### src/rtl/pipeline_ctrl_pkg.sv
// Shared constants for the pipeline hazard/sequencing controller:
// FSM state encoding, forwarding select codes and the PC register index.
package pipeline_ctrl_pkg;

  localparam logic [0:0] ST_IDLE = 1'b0;
  localparam logic [0:0] ST_WAIT = 1'b1;

  localparam logic [1:0] FWD_RF = 2'b00;
  localparam logic [1:0] FWD_W  = 2'b01;
  localparam logic [1:0] FWD_M  = 2'b10;

  // The PC lives in r15 and is never a forwarding target.
  localparam logic [3:0] PC_REG = 4'hF;

endpackage

### src/rtl/pipeline_ctrl_if.sv
// Data-memory handshake between the Memory stage and the pipeline controller.
// master = datapath/memory side, slave = pipeline_ctrl.
interface pipeline_ctrl_if;
  logic MemReqM;
  logic MemReadyM;
  logic MemTimeout;
  logic MemErr;

  modport master (output MemReqM, output MemReadyM, input MemTimeout, input MemErr);
  modport slave  (input MemReqM, input MemReadyM, output MemTimeout, output MemErr);
endinterface

### src/rtl/pipeline_fwd_unit.sv
// Forwarding select for one Execute operand. Memory stage result has
// priority over Writeback; r15 (PC) is never forwarded.
module pipeline_fwd_unit
  import pipeline_ctrl_pkg::*;
(
  input  logic [3:0] ra,
  input  logic [3:0] wa_m,
  input  logic [3:0] wa_w,
  input  logic       reg_write_m,
  input  logic       reg_write_w,
  output logic [1:0] fwd_sel
);

  // Priority compare: M, then W, else register file.
  always_comb begin
    fwd_sel = FWD_RF;
    if (ra != PC_REG) begin
      if (reg_write_m && (wa_m == ra))      fwd_sel = FWD_M;
      else if (reg_write_w && (wa_w == ra)) fwd_sel = FWD_W;
    end
  end

endmodule

### src/rtl/pipeline_ctrl.sv
// Hazard and sequencing controller for the 5-stage core: forwarding selects,
// load-use / branch stalls and flushes, and a memory-wait FSM with timeout.
// Optional feature macro: PIPE_PERF_CNT_EN adds saturating StallCnt/FlushCnt.
//
// state | meaning
// IDLE  | no outstanding data access, normal hazard handling
// WAIT  | data access in Memory waiting for MemReadyM, pipeline frozen
module pipeline_ctrl
  import pipeline_ctrl_pkg::*;
#(
  parameter int MEM_TIMEOUT = 16,
  parameter int TCNT_W      = 5
) (
  input  logic       clk,
  input  logic       reset,
  input  logic [3:0] RA1D,
  input  logic [3:0] RA2D,
  input  logic [3:0] RA1E,
  input  logic [3:0] RA2E,
  input  logic [3:0] WA3E,
  input  logic [3:0] WA3M,
  input  logic [3:0] WA3W,
  input  logic       RegWriteM,
  input  logic       RegWriteW,
  input  logic       MemtoRegE,
  input  logic       PCSrcD,
  input  logic       PCSrcE,
  input  logic       PCSrcM,
  input  logic       PCSrcW,
  input  logic       BranchTakenE,
  pipeline_ctrl_if.slave mem,
  output logic [1:0] ForwardAE,
  output logic [1:0] ForwardBE,
  output logic       StallF,
  output logic       StallD,
  output logic       StallE,
  output logic       StallM,
  output logic       FlushD,
  output logic       FlushE,
`ifdef PIPE_PERF_CNT_EN
  output logic       FlushW,
  output logic [31:0] StallCnt,
  output logic [31:0] FlushCnt
`else
  output logic       FlushW
`endif
);

  localparam logic [TCNT_W-1:0] TIMEOUT_VAL = TCNT_W'(MEM_TIMEOUT);

  logic [0:0]        state;
  logic [TCNT_W-1:0] cnt;
  logic              mem_err;
  logic              expire;
  logic              memstall;
  logic              ldr_stall;
  logic              pc_wr_pending_f;

  pipeline_fwd_unit u_fwd_a (
    .ra          (RA1E),
    .wa_m        (WA3M),
    .wa_w        (WA3W),
    .reg_write_m (RegWriteM),
    .reg_write_w (RegWriteW),
    .fwd_sel     (ForwardAE)
  );

  pipeline_fwd_unit u_fwd_b (
    .ra          (RA2E),
    .wa_m        (WA3M),
    .wa_w        (WA3W),
    .reg_write_m (RegWriteM),
    .reg_write_w (RegWriteW),
    .fwd_sel     (ForwardBE)
  );

  // Timeout and memory-stall terms; reset forces the stall low immediately,
  // so an asserted reset mid-wait releases the pipeline without a clock.
  always_comb begin
    expire    = (state == ST_WAIT) && (cnt == TIMEOUT_VAL);
    memstall  = reset &&
                (((state == ST_IDLE) && mem.MemReqM && !mem.MemReadyM) ||
                 ((state == ST_WAIT) && !mem.MemReadyM && !expire));
    ldr_stall       = MemtoRegE && ((WA3E == RA1D) || (WA3E == RA2D));
    pc_wr_pending_f = PCSrcD || PCSrcE || PCSrcM;
  end

  // Stall/flush outputs: a memory stall freezes everything and bubbles W.
  always_comb begin
    if (memstall) begin
      StallF = 1'b1;
      StallD = 1'b1;
      StallE = 1'b1;
      StallM = 1'b1;
      FlushD = 1'b0;
      FlushE = 1'b0;
      FlushW = 1'b1;
    end else begin
      StallF = ldr_stall || pc_wr_pending_f;
      StallD = ldr_stall;
      StallE = 1'b0;
      StallM = 1'b0;
      FlushD = pc_wr_pending_f || PCSrcW || BranchTakenE;
      FlushE = ldr_stall || BranchTakenE;
      FlushW = 1'b0;
    end
  end

  assign mem.MemTimeout = expire;
  assign mem.MemErr     = mem_err;

  // Memory-wait FSM, wait counter and sticky timeout flag.
  always_ff @(posedge clk or negedge reset) begin
    if (!reset) begin
      state   <= ST_IDLE;
      cnt     <= '0;
      mem_err <= 1'b0;
    end else begin
      if (expire) mem_err <= 1'b1;
      case (state)
        ST_IDLE: begin
          if (mem.MemReqM && !mem.MemReadyM) begin
            state <= ST_WAIT;
            cnt   <= TCNT_W'(1);
          end
        end
        default: begin
          if (mem.MemReadyM || expire) begin
            state <= ST_IDLE;
            cnt   <= '0;
          end else begin
            cnt <= cnt + TCNT_W'(1);
          end
        end
      endcase
    end
  end

`ifdef PIPE_PERF_CNT_EN
  // Saturating performance counters for stall and flush cycles.
  always_ff @(posedge clk or negedge reset) begin
    if (!reset) begin
      StallCnt <= '0;
      FlushCnt <= '0;
    end else begin
      if (StallF && (StallCnt != 32'hFFFF_FFFF)) StallCnt <= StallCnt + 32'd1;
      if ((FlushD || FlushE || FlushW) && (FlushCnt != 32'hFFFF_FFFF))
        FlushCnt <= FlushCnt + 32'd1;
    end
  end
`endif

endmodule

### src/flat_wrapper.sv
// flat-port wrapper written by rule: the top's interface ports become plain ports
module pipeline_ctrl_flat import pipeline_ctrl_pkg::*;
#(
  parameter int MEM_TIMEOUT = 16,
  parameter int TCNT_W      = 5
)
  (clk, reset, RA1D, RA2D, RA1E, RA2E, WA3E, WA3M, WA3W, RegWriteM, RegWriteW, MemtoRegE, PCSrcD, PCSrcE, PCSrcM, PCSrcW, BranchTakenE, ForwardAE, ForwardBE, StallF, StallD, StallE, StallM, FlushD, FlushE, FlushW, mem_MemReqM, mem_MemReadyM, mem_MemTimeout, mem_MemErr);
  pipeline_ctrl_if mem_i ();
  input  logic clk;
  input  logic reset;
  input  logic [3:0] RA1D;
  input  logic [3:0] RA2D;
  input  logic [3:0] RA1E;
  input  logic [3:0] RA2E;
  input  logic [3:0] WA3E;
  input  logic [3:0] WA3M;
  input  logic [3:0] WA3W;
  input  logic RegWriteM;
  input  logic RegWriteW;
  input  logic MemtoRegE;
  input  logic PCSrcD;
  input  logic PCSrcE;
  input  logic PCSrcM;
  input  logic PCSrcW;
  input  logic BranchTakenE;
  output logic [1:0] ForwardAE;
  output logic [1:0] ForwardBE;
  output logic StallF;
  output logic StallD;
  output logic StallE;
  output logic StallM;
  output logic FlushD;
  output logic FlushE;
  output logic FlushW;
  input wire logic [$bits(mem_i.MemReqM)-1:0] mem_MemReqM;
  input wire logic [$bits(mem_i.MemReadyM)-1:0] mem_MemReadyM;
  output wire logic [$bits(mem_i.MemTimeout)-1:0] mem_MemTimeout;
  output wire logic [$bits(mem_i.MemErr)-1:0] mem_MemErr;
  assign mem_i.MemReqM = mem_MemReqM;
  assign mem_i.MemReadyM = mem_MemReadyM;
  assign mem_MemTimeout = mem_i.MemTimeout;
  assign mem_MemErr = mem_i.MemErr;
  pipeline_ctrl #(.MEM_TIMEOUT(MEM_TIMEOUT), .TCNT_W(TCNT_W)) u_core (.clk(clk), .reset(reset), .RA1D(RA1D), .RA2D(RA2D), .RA1E(RA1E), .RA2E(RA2E), .WA3E(WA3E), .WA3M(WA3M), .WA3W(WA3W), .RegWriteM(RegWriteM), .RegWriteW(RegWriteW), .MemtoRegE(MemtoRegE), .PCSrcD(PCSrcD), .PCSrcE(PCSrcE), .PCSrcM(PCSrcM), .PCSrcW(PCSrcW), .BranchTakenE(BranchTakenE), .mem(mem_i), .ForwardAE(ForwardAE), .ForwardBE(ForwardBE), .StallF(StallF), .StallD(StallD), .StallE(StallE), .StallM(StallM), .FlushD(FlushD), .FlushE(FlushE), .FlushW(FlushW));
endmodule
### config.mk
export PLATFORM = sky130hd
export DESIGN_NAME = pipeline_ctrl_flat
export DESIGN_NICKNAME = d
export VERILOG_FILES = /design/src/rtl/pipeline_ctrl_pkg.sv /design/src/rtl/pipeline_ctrl_if.sv /design/src/rtl/pipeline_fwd_unit.sv /design/src/rtl/pipeline_ctrl.sv /design/src/flat_wrapper.sv
export SDC_FILE = /design/constraint.sdc
export NUM_CORES = 1
export LEC_CHECK = 0
export ABC_AREA = 1
export BUFFER_PORTS_ARGS = -buffer_cell sky130_fd_sc_hd__buf_2
export CORE_MARGIN = 2
export CORE_UTILIZATION = 45
export DETAILED_ROUTE_END_ITERATION = 16
export MAX_ROUTING_LAYER = met4
export PLACE_DENSITY = 0.89
export SLEW_MARGIN = 20
export SYNTH_ARGS = -nofsm -noshare
export SYNTH_HDL_FRONTEND = slang
export SYNTH_SLANG_ARGS = --single-unit
### constraint.sdc
create_clock -name clk -period 1.8 [get_ports clk]
set_input_delay 0.18 -clock clk [delete_from_list [all_inputs] [get_ports clk]]
set_output_delay 0.18 -clock clk [all_outputs]
set_load 0.1 [all_outputs]
==> results of run 1 <==
## area by class of cell
cell class | instances | area [um2]
Clock inverter | 1 | 5.005
Clock buffer | 3 | 22.52
Inverter | 33 | 131.4
Timing Repair Buffer | 59 | 450.4
Tap cell | 27 | 33.78
Sequential cell | 7 | 175.2
Multi-Input combinational cell | 111 | 654.4
Fill cell | 153 | 449.2
## Yosys cell counts (3+ instances only)
| master | count | area (um2) |
|---|---|---|
| nand2_1 | 41 | 153.9 |
| nand4_1 | 5 | 31.28 |
| inv_1 | 25 | 93.84 |
| xor2_1 | 3 | 26.28 |
| inv_2 | 7 | 26.28 |
| xnor2_1 | 3 | 26.28 |
| o21ai_1 | 3 | 15.01 |
| a21oi_1 | 8 | 40.04 |
| o22ai_1 | 4 | 25.02 |
| o21ai_0 | 6 | 30.03 |
| nand3_1 | 5 | 25.02 |
| nor2_1 | 16 | 60.06 |
| dfrtp_1 | 7 | 175.2 |
## what timing repair did
| item | 4_1_cts | 5_1_grt |
|---|---|---|
| pin swaps | 2 | 3 |
| hold endpoints to repair | 7 | 0 |
| endpoints found under the setup margin | 7 | 8 |
| setup buffers | 3 | 3 |
| hold buffers | 1 | 0 |
| resized for setup | 4 | 6 |
## power groups by stage
stage | registers, mW | logic (mW) | clock network (mW)
after floorplan | 0.196 | 0.234 | 0
after global placement | 0.184 | 0.367 | 0
after detailed placement | 0.185 | 0.373 | 0
after CTS | 0.180 | 0.405 | 0.159
after global routing | 0.183 | 0.473 | 0.169
final | 0.182 | 0.436 | 0.162
## state kept, by name (all words and copies together), names as in the netlist
signal / count
u_core.cnt: 5
u_core.mem.MemErr: 1
u_core.state: 1
## per-stage QoR
step / setup TNS [ns] / hold WS, ns
floorplan: -0.7308 / -0.1156
global placement: 0 / 0.03493
detailed placement: 0 / 0.04067
CTS: -0.1687 / 0.2393
global route: -0.4742 / 0.2530
finish: -0.03196 / 0.2300
## routing by layer
metal  vias up  global-route usage
li1        596                   -
met1       498              0.2200
met2        40              0.4491
met3         7             0.04630
met4         0              0.1000
met5         -                   -
## layout by cell type (no fill, tap or decap), drive strengths merged
| cell | n |
|---|---|
| clkinv | 2 |
| ha | 2 |
| inv | 31 |
| a21oi | 8 |
| and2 | 1 |
| nor2 | 19 |
| or2 | 2 |
| dfrtp | 7 |
| xor2 | 3 |
| nand4 | 5 |
| clkbuf | 3 |
| a21boi | 1 |
| nand3 | 7 |
| o21ai | 9 |
| xnor2 | 3 |
| nor2b | 1 |
| nor3 | 2 |
| nor3b | 1 |
| buf | 58 |
| dlygate4sd3 | 1 |
| clkinvlp | 1 |
| o22ai | 4 |
| nand2 | 43 |
## worst reg2reg max path, delay by kind of cell (launching register included)
| family | cells | cell delay, ns |
|---|---|---|
| AO/OA/AOI/OAI | 1 | 0.07 |
| adder cells (fa/ha/maj) | 1 | 0.14 |
| buffers and inverters | 2 | 0.24 |
| flip-flops | 1 | 0.40 |
| AND/OR/NAND/NOR | 4 | 0.48 |
## logic make-up (layout without fill, tap and decap cells)
group	after synthesis	in the layout
AND/OR/NAND/NOR	81	81
buffers and inverters	35	96
AO/OA/AOI/OAI	22	22
flip-flops	7	7
XOR/XNOR	6	6
adder cells (fa/ha/maj)	2	2
## path summary, 6_finish.rpt
check | cells past startpoint | end | slack [ns]
min in group asynchronous | 2 | u_core.state | 0.30
max reg2reg | 8 | u_core.cnt[1] | 0.35
max | 9 | FlushE | -0.02
min | 4 | u_core.cnt[3] | 0.23
max in group asynchronous | 2 | u_core.mem.MemErr | 1.31
min reg2reg | 1 | u_core.mem.MemErr | 0.48
==> results by group, run 1 <==
Outcome
  – Status: finished, violations left
  – Failing checks: negative setup slack

Logic synthesis
  – Most used DFF post-synth: dfrtp_1
  – Cell count after synthesis: 153
  – Netlist cell types: 28
  – Largest family of logic cells by synthesized area: simple AND/OR/NAND/NOR gates
  – Mapped cell area: 890.9 um2
  – Synth warnings: 0
  – Post-Synth XOR/XNOR Area: 0.05899
  – Register area share after synthesis: 0.1966
  – Post-synth ARST share: 1.000
  – Mux contribution to synthesized area: 0
  – EDFF count, synth: 0
  – Syn Nets: 195
  – Mean Syn Cell Area: 5.823 um2
  – Post-Synth Simple-Gate Area: 0.4270
  – Post-Synth Adder-Cell Area: 0.02809
  – Synth Area in Compound Gates: 0.1320
  – Post-synthesis register bit count: 7

Critical path
  – CP Launch Type: flip-flop
  – Worst Path Arrival: 1.64 ns
  – CP top delay family: simple AND/OR/NAND/NOR gates
  – CP Cell Sequence: inv_2, ha_4, nand3_4, nor2_4, nand2_2, nand3_4, nor2_4, a21oi_4, buf_12
  – Worst Path Buf+Inv: 2
  – WS Path Type: reg -> out
  – Crit path max fanout: 4
  – Critical-path top delay cell: dfrtp_1
  – CP startpoint: u_core.cnt[0]
  – Critical path required time: 1.62 ns
  – Endpoint class of the critical path: output pin
  – Max incr delay on CP: 0.38 ns
  – R2r startpoint: u_core.cnt[0]

Floorplanning
  – Die area: 2352 um2
  – Cell Rows: 16
  – Die Wd: 48.50 um
  – Starting Density: 0.4635
  – Die Y: 48.50 um
  – Core Area: 1922 um2
  – IO Pins: 53

Hold path
  – Type of the tightest min-delay check: in -> reg
  – Worst hold path startpoint: mem_MemReadyM

CTS
  – TritonCTS clock tree: done
  – Root Driver: clkbuf_4
  – Worst-path clk slew: 0.06 ns
  – Clk sinks: 7
  – H-tree levels: 1
  – Clock Latency Late Sink: 0.27 ns
  – Max clock buf depth: 2
  – CTS Buf Count: 3

Route
  – Wire per inst: 10.07 um
  – DR top layer: met4
  – Vias/cell: 4.734
  – Wire length on met1: 927 um
  – Drt pass-1 iters: 4
  – Met2 routed WL: 1.303 mm
  – DR iter-0 viols: 16
  – Routed wire length: 2.426 mm
  – Met3 wire len: 146 um
  – Vias: 1,141
  – DRC errors left: 0
  – Post-route ant nets: 0

Power
  – Internal power: 0.4258 mW
  – Seq pwr share: 0.233
  – Gate power share: 0.559
  – Worst VDD drop: 0.3492 mV
  – Clock power frac: 0.208
  – Psw: 0.3539 mW
  – Total power: 0.7797 mW
  – Net Sw Frac: 0.4539
  – Pwr Density: 529.4 nW/um2
  – Static leakage: 0.8217 nW

Finish
  – Final Core Density: 0.7663
  – Layout cells sized above 1: 0.4159
  – Design area: 1473 um2
  – Final std cells w/o fill: 241
  – Synthesis-to-layout area growth: 65.31%
  – Ant diodes: 0
  – Post-layout nets: 257

Placed design
  – Number of port buffers: 52
  – Placer congestion estimate: 0.8021
  – Dpl cells: 230
  – DP Wirelength: 1.963 mm
  – Pre-CTS setup slack: 0.1506 ns
  – Area post-placement: 1345 um2

STA
  – Fin. Hold Viols: 0
  – Worst slew pin tran: 0.4855 ns
  – Final period utilization: 1.014
  – RSZ-0062 raised after global routing: yes
  – Clock skew: 0.002058 ns
  – Worst setup margin: -0.02438 ns
  – Worst rel slew slack: 0.6785
  – Fmax: 548.1 MHz
  – Tmin final: 1.824 ns
  – Final setup fails: 2
  – Pins over their slew limit: 0

Global routing
  – Largest net degree at the start of global routing: 10
  – First-pass GRT wire length: 4.188 mm
  – Antenna violations before repair: 0
  – Number of global-route vias before repair: 1,090
  – GRT Overall Usage: 0.2319
  – Gr ovfl total: 0

Job
  – Max_cap viols: 0
Power figures use the tool's default switching activity.
==> run 2, diff against run 1 <==
- CORE_MARGIN: 2 -> 10
==> results by group, run 2 (synthesis gave the netlist of run 1 again) <==
Outcome
  – Status: completed

Global routing
  – First-pass GRT wire length: 4.981 mm (+19%)
  – GRT busiest layer: met2
  – GRT met3 Usage: 0.04639 (+0.00009546)
  – Number of global-route vias before repair: 1,164 (+6.8%)
  – Gr ovfl total: 0 (unchanged)
  – GRT Overall Usage: 0.1467 (-0.08515)
  – Antenna violations before repair: 0 (unchanged)
  – Grt met2 use: 0.2562 (-0.1929)
  – Largest net degree at the start of global routing: 10 (unchanged)
  – Met1 Use GR: 0.1560 (-0.06407)

Critical path
  – Crit path max fanout: 3 (-1)
  – WS Path Type: reg -> out
  – CP Launch Type: flip-flop
  – Endpoint class of the critical path: output pin
  – Critical path required time: 1.62 ns (about the same)
  – Worst Path Arrival: 1.62 ns (-0.02 ns)

STA
  – Pins over their slew limit: 0 (unchanged)
  – Hold_ws: 0.2401 ns (+0.01015 ns)
  – Worst slew pin tran: 0.4930 ns (+0.007499 ns)
  – Worst rel slew slack: 0.6736 (-0.004965)
  – Final setup fails: 0 (-2)
  – Fin. Hold Viols: 0 (unchanged)
  – Worst setup margin: 0.004966 ns (+0.02935 ns)
  – Final period utilization: 0.9972 (-0.01630)
  – Fmax: 557.1 MHz (+1.6%)
  – Tmin final: 1.795 ns (-0.02935 ns)
  – Clock skew: 0.0008889 ns (-0.001169 ns)
  – RSZ-0062 raised after global routing: yes

Finish
  – Commonest non-fill, non-tap cell in the layout: buf_2
  – Max reg flops: 5 (unchanged)
  – Synthesis-to-layout area growth: 62.78%
  – Ant diodes: 0 (unchanged)
  – Most flop-heavy register: u_core.cnt
  – Commonest cells after routing, fill and taps aside: buf_2, nand2_1, inv_1
  – Layout cells sized above 1: 0.4076 (-0.008305)
  – Post-layout nets: 254 (-1.2%)

Job
  – Max_cap viols: 0 (unchanged)

Floorplanning
  – Cell Rows: 16 (unchanged)
  – Die Y: 64.50 um (+33%)
  – Core Area: 1922 um2 (unchanged)
  – Starting Density: 0.4635 (unchanged)
  – Die area: 4160 um2 (+77%)
  – Die Wd: 64.50 um (+33%)
  – IO Pins: 53 (unchanged)

Route
  – Routed wire length: 2.918 mm (+20%)
  – Wire per inst: 12.26 um (+22%)
  – DR iter-0 viols: 51 (+35)
  – DRC errors left: 0 (unchanged)
  – Vias/cell: 4.731 (about the same)
  – Post-route ant nets: 0 (unchanged)
  – Vias: 1,126 (-1.3%)
  – Drt pass-1 iters: 4 (unchanged)

CTS
  – Root Driver: clkbuf_4
  – TritonCTS clock tree: done
  – Clock Latency Late Sink: 0.27 ns (about the same)
  – Worst-path clk slew: 0.06 ns (about the same)
  – Clk sinks: 7 (unchanged)
  – H-tree levels: 1 (unchanged)
  – Max clock buf depth: 2 (unchanged)
  – CTS Buf Count: 3 (unchanged)

Power
  – Pwr Density: 521.6 nW/um2 (-1.5%)
  – Static leakage: 0.8074 nW (-1.7%)
  – Worst VDD drop: 0.4586 mV (+31%)

Placed design
  – DP Wirelength: 2.536 mm (+29%)
  – Placer congestion estimate: 0.8255 (+2.9%)
  – Number of port buffers: 52 (unchanged)
  – Pre-CTS setup slack: 0.1455 ns (-0.005113 ns)

Hold path
  – Type of the tightest min-delay check: in -> reg
-- run 2: cell count changes in the layout (fill, tap and decap cells not counted), sizes merged --
cell,before,now
buf,58,55
-- run 2: worst paths after layout --
check | depth (start not counted) | to | start | slack, ns
min reg2reg | 1 | u_core.mem.MemErr | u_core.mem.MemErr | 0.48
max reg2reg | 8 | u_core.cnt[1] | u_core.cnt[1] | 0.35
min | 4 | u_core.cnt[4] | mem_MemReadyM | 0.24
min in group asynchronous | 2 | u_core.cnt[2] | reset | 0.31
max | 10 | StallF | u_core.cnt[1] | 0.005
max in group asynchronous | 2 | u_core.state | reset | 1.30
-- run 2: final cells by class --
cell class,instances,area [um2]
inverter,33,131.4
clock buffer,3,22.52
sequential,7,175.2
clock inverter,1,5.005
timing repair buffer,56,427.9
fill,164,471.7
multi-input combinational,111,654.4
tap,27,33.78
-- run 2: repair_timing --
action | in CTS | in global routing
hold endpoints to repair | 7 | 0
endpoints found under the setup margin | 7 | 8
setup buffers | 3 | 0
pin swaps | 2 | 3
gates cloned | 0 | 0
hold buffers | 1 | 0
resized for setup | 5 | 5
-- run 2: power breakdown --
part	leakage (nW)	total (mW)	switching [mW]	internal [mW]
sequential	0.0924	0.181	0.0110	0.170
clock	0.0177	0.153	0.0713	0.0819
combinational	0.697	0.422	0.262	0.160
total	0.807	0.756	0.344	0.412
-- run 2: metrics by stage --
| stage | cells | util | area [um2] | setup TNS (ns) | power [mW] |
|---|---|---|---|---|---|
| final | 238 | 0.7546 | 1450 | 0 | 0.7564 |
| after detailed placement | 230 | 0.6999 | 1345 | 0 | 0.5639 |
| after global placement | 230 | 0.6999 | 1345 | 0 | 0.5521 |
| after floorplan | 153 | - | 955.9 | -0.7308 | 0.4306 |
| after global routing | 238 | 0.7546 | 1450 | -0.4894 | 0.8092 |
| after CTS | 238 | 0.7454 | 1433 | -0.1360 | 0.7404 |
-- run 2: critical path, stage by stage (launching register included) --
cell	delay [ns]
dfrtp_1	0.39
inv_2	0.08
ha_4	0.14
nand3_4	0.07
nor2_4	0.08
nand2_2	0.07
nand3_4	0.09
inv_4	0.05
nand2_4	0.08
nand3_2	0.10
buf_12	0.19
-- run 2: layer usage --
layer  vias to the layer above  routed length (um)
li1                        589                   -
met1                       484                1190
met2                        51                1472
met3                         2                 239
met4                         0                  17
met5                         -                   0
==> run 3, diff against run 2 <==
- ABC_CLOCK_PERIOD_IN_PS: not set -> 2300
- clock period: 1.8 -> 2.3 ns (I/O delays scaled with it)
==> results by group, run 3 (synthesis gave the netlist of run 1 again) <==
Outcome
  – Status: completed

Power
  – Seq pwr share: 0.280 (+0.040)
  – Pwr Density: 417.9 nW/um2 (-20%)
  – Psw: 0.2329 mW (-32%)
  – Internal power: 0.2769 mW (-33%)
  – Worst VDD drop: 0.3497 mV (-24%)
  – Net Sw Frac: 0.4569 (+0.001711)
  – Gate power share: 0.501 (-0.057)
  – Total power: 0.5098 mW (-33%)
  – Clock power frac: 0.219 (+0.016)
  – Static leakage: 0.7434 nW (-7.9%)

Critical path
  – Max incr delay on CP: 0.41 ns (+0.02 ns)
  – R2r endpoint: u_core.cnt[1]
  – Flop2flop setup slack: 1.03 ns (+0.68 ns)
  – Worst Path Arrival: 1.89 ns (+0.27 ns)
  – CP Launch Type: flip-flop
  – CP startpoint: u_core.cnt[0]
  – Critical path required time: 2.07 ns (+0.45 ns)
  – Endpoint class of the critical path: output pin
  – CP Cell Sequence: inv_1, ha_1, nand3_2, nor2_2, nand2_2, nand3_2, inv_2, nand2_2, nand2_1, inv_1, buf_2
  – WS Path Type: reg -> out
  – R2r startpoint: u_core.cnt[0]
  – Worst r2r path cells: 7 (-1)
  – Crit path max fanout: 4 (+1)
  – Critical-path top delay cell: buf_2

Global routing
  – Gr ovfl total: 0 (unchanged)
  – Antenna violations before repair: 0 (unchanged)
  – Largest net degree at the start of global routing: 10 (unchanged)
  – GRT Overall Usage: 0.1226 (-0.02409)
  – Number of global-route vias before repair: 1,074 (-7.7%)
  – First-pass GRT wire length: 4.243 mm (-15%)

Floorplanning
  – Core Area: 1922 um2 (unchanged)
  – Starting Density: 0.4635 (unchanged)
  – IO Pins: 53 (unchanged)
  – Die Wd: 64.50 um (unchanged)
  – Die Y: 64.50 um (unchanged)
  – Die area: 4160 um2 (unchanged)
  – Cell Rows: 16 (unchanged)

Finish
  – Commonest cells after routing, fill and taps aside: buf_2, nand2_1, inv_1
  – Final Core Density: 0.6348 (-0.1198)
  – FILL cells: 181 (+10%)
  – Synthesis-to-layout area growth: 36.94%
  – Max reg flops: 5 (unchanged)
  – Layout cells sized above 1: 0.3510 (-0.05662)
  – Design area: 1220 um2 (-16%)
  – Commonest non-fill, non-tap cell in the layout: buf_2
  – Ant diodes: 0 (unchanged)
  – Post-layout nets: 251 (-1.2%)
  – Most flop-heavy register: u_core.cnt

Placed design
  – Placer congestion estimate: 0.8557 (+3.7%)
  – Pre-CTS setup slack: 0.4500 ns (+0.3046 ns)
  – Area post-placement: 1184 um2 (-12%)
  – Number of port buffers: 52 (unchanged)
  – DP Wirelength: 2.192 mm (-14%)

STA
  – Fmax: 471.3 MHz
  – Setup TNS Final: 0 ns (unchanged)
  – RSZ-0062 raised after global routing: no
  – Fin. Hold Viols: 0 (unchanged)
  – Final period utilization: 0.9226
  – Pins over their slew limit: 0 (unchanged)
  – Tmin final: 2.122 ns
  – Clock skew: 0.008932 ns (+0.008043 ns)
  – Worst setup margin: 0.1781 ns (+0.1731 ns)
  – Worst slew pin tran: 0.4911 ns (-0.001926 ns)
  – Worst rel slew slack: 0.6748 (+0.001276)
  – Final setup fails: 0 (unchanged)

Route
  – DR iter-0 viols: 22 (-57%)
  – Wire per inst: 10.26 um (-16%)
  – DRC errors left: 0 (unchanged)
  – Vias: 1,103 (-2.0%)
  – Post-route ant nets: 0 (unchanged)
  – Vias/cell: 4.694 (-0.79%)
  – Drt pass-1 iters: 4 (unchanged)
  – Routed wire length: 2.411 mm (-17%)

Job
  – Max_cap viols: 0 (unchanged)

Hold path
  – Type of the tightest min-delay check: in -> reg
  – Hold depth: 4 (unchanged)
  – Worst hold path startpoint: mem_MemReadyM
  – Hold EP: u_core.cnt[4]

CTS
  – TritonCTS clock tree: done
  – Post-CTS setup buffers: 0 (-3)
  – Worst-path clk slew: 0.05 ns (about the same)
  – CTS Buf Count: 3 (unchanged)
  – H-tree levels: 1 (unchanged)
  – Clock Latency Late Sink: 0.26 ns (about the same)
  – Max clock buf depth: 2 (unchanged)
  – Root Driver: clkbuf_4
  – Clk sinks: 7 (unchanged)
## run 3: changes by cell type in the layout (fill, tap and decap cells not counted), moves of 3 or more
cell	before	now
inv_1	22	25
buf_12	9	0
buf_4	3	0
buf_2	43	52
## run 3: final cells by class
class                   count  area [um2]  share of cell area
clock buffers               4       26.28             0.02154
inverters                  33       125.1              0.1026
multi-input cells         111       589.3              0.4831
flip-flops and latches      7       175.2              0.1436
well taps                  27       33.78             0.02769
repair buffers             53       270.3              0.2215
## run 3: worst max-delay path: cells and delay by family, from the launching register on
kind	cells	cell delay, ns
buffers and inverters	4	0.59
flip-flops	1	0.40
AND/OR/NAND/NOR	6	0.48
adder cells (fa/ha/maj)	1	0.16
## run 3: layer usage
metal  vias to the layer above  part of all wire  track usage
li1                        588                 -            -
met1                       481              0.43       0.1392
met2                        34              0.51       0.2094
met3                         0             0.061      0.04639
met4                         0                 0     0.008021
met5                         -                 0            -
## run 3: repair_timing
action / CTS / global route
hold buffers: 1 / 0
gates resized for setup: 0 / 0
hold endpoints to repair: 7 / 0
## run 3: worst max-delay path by stage
stage	end	slack, ns	cells past startpoint
floorplan	FlushE	0.11	8
global placement	FlushD	0.47	11
detailed placement	FlushD	0.45	11
CTS	FlushD	0.17	11
global route	FlushD	0.03	11
finish	FlushD	0.18	11
## run 3: per-stage QoR
stage / instances / hold WS [ns]
detailed placement: 230 / 0.08888
floorplan: 153 / -0.06559
finish: 235 / 0.2978
CTS: 235 / 0.2904
global placement: 230 / 0.08713
global route: 235 / 0.3092
## run 3: power groups by stage
stage	registers [mW]	clock network, mW	logic, mW
floorplan	0.154	0	0.173
global placement	0.144	0	0.252
detailed placement	0.144	0	0.255
CTS	0.142	0.116	0.257
global route	0.144	0.124	0.282
finish	0.143	0.112	0.255
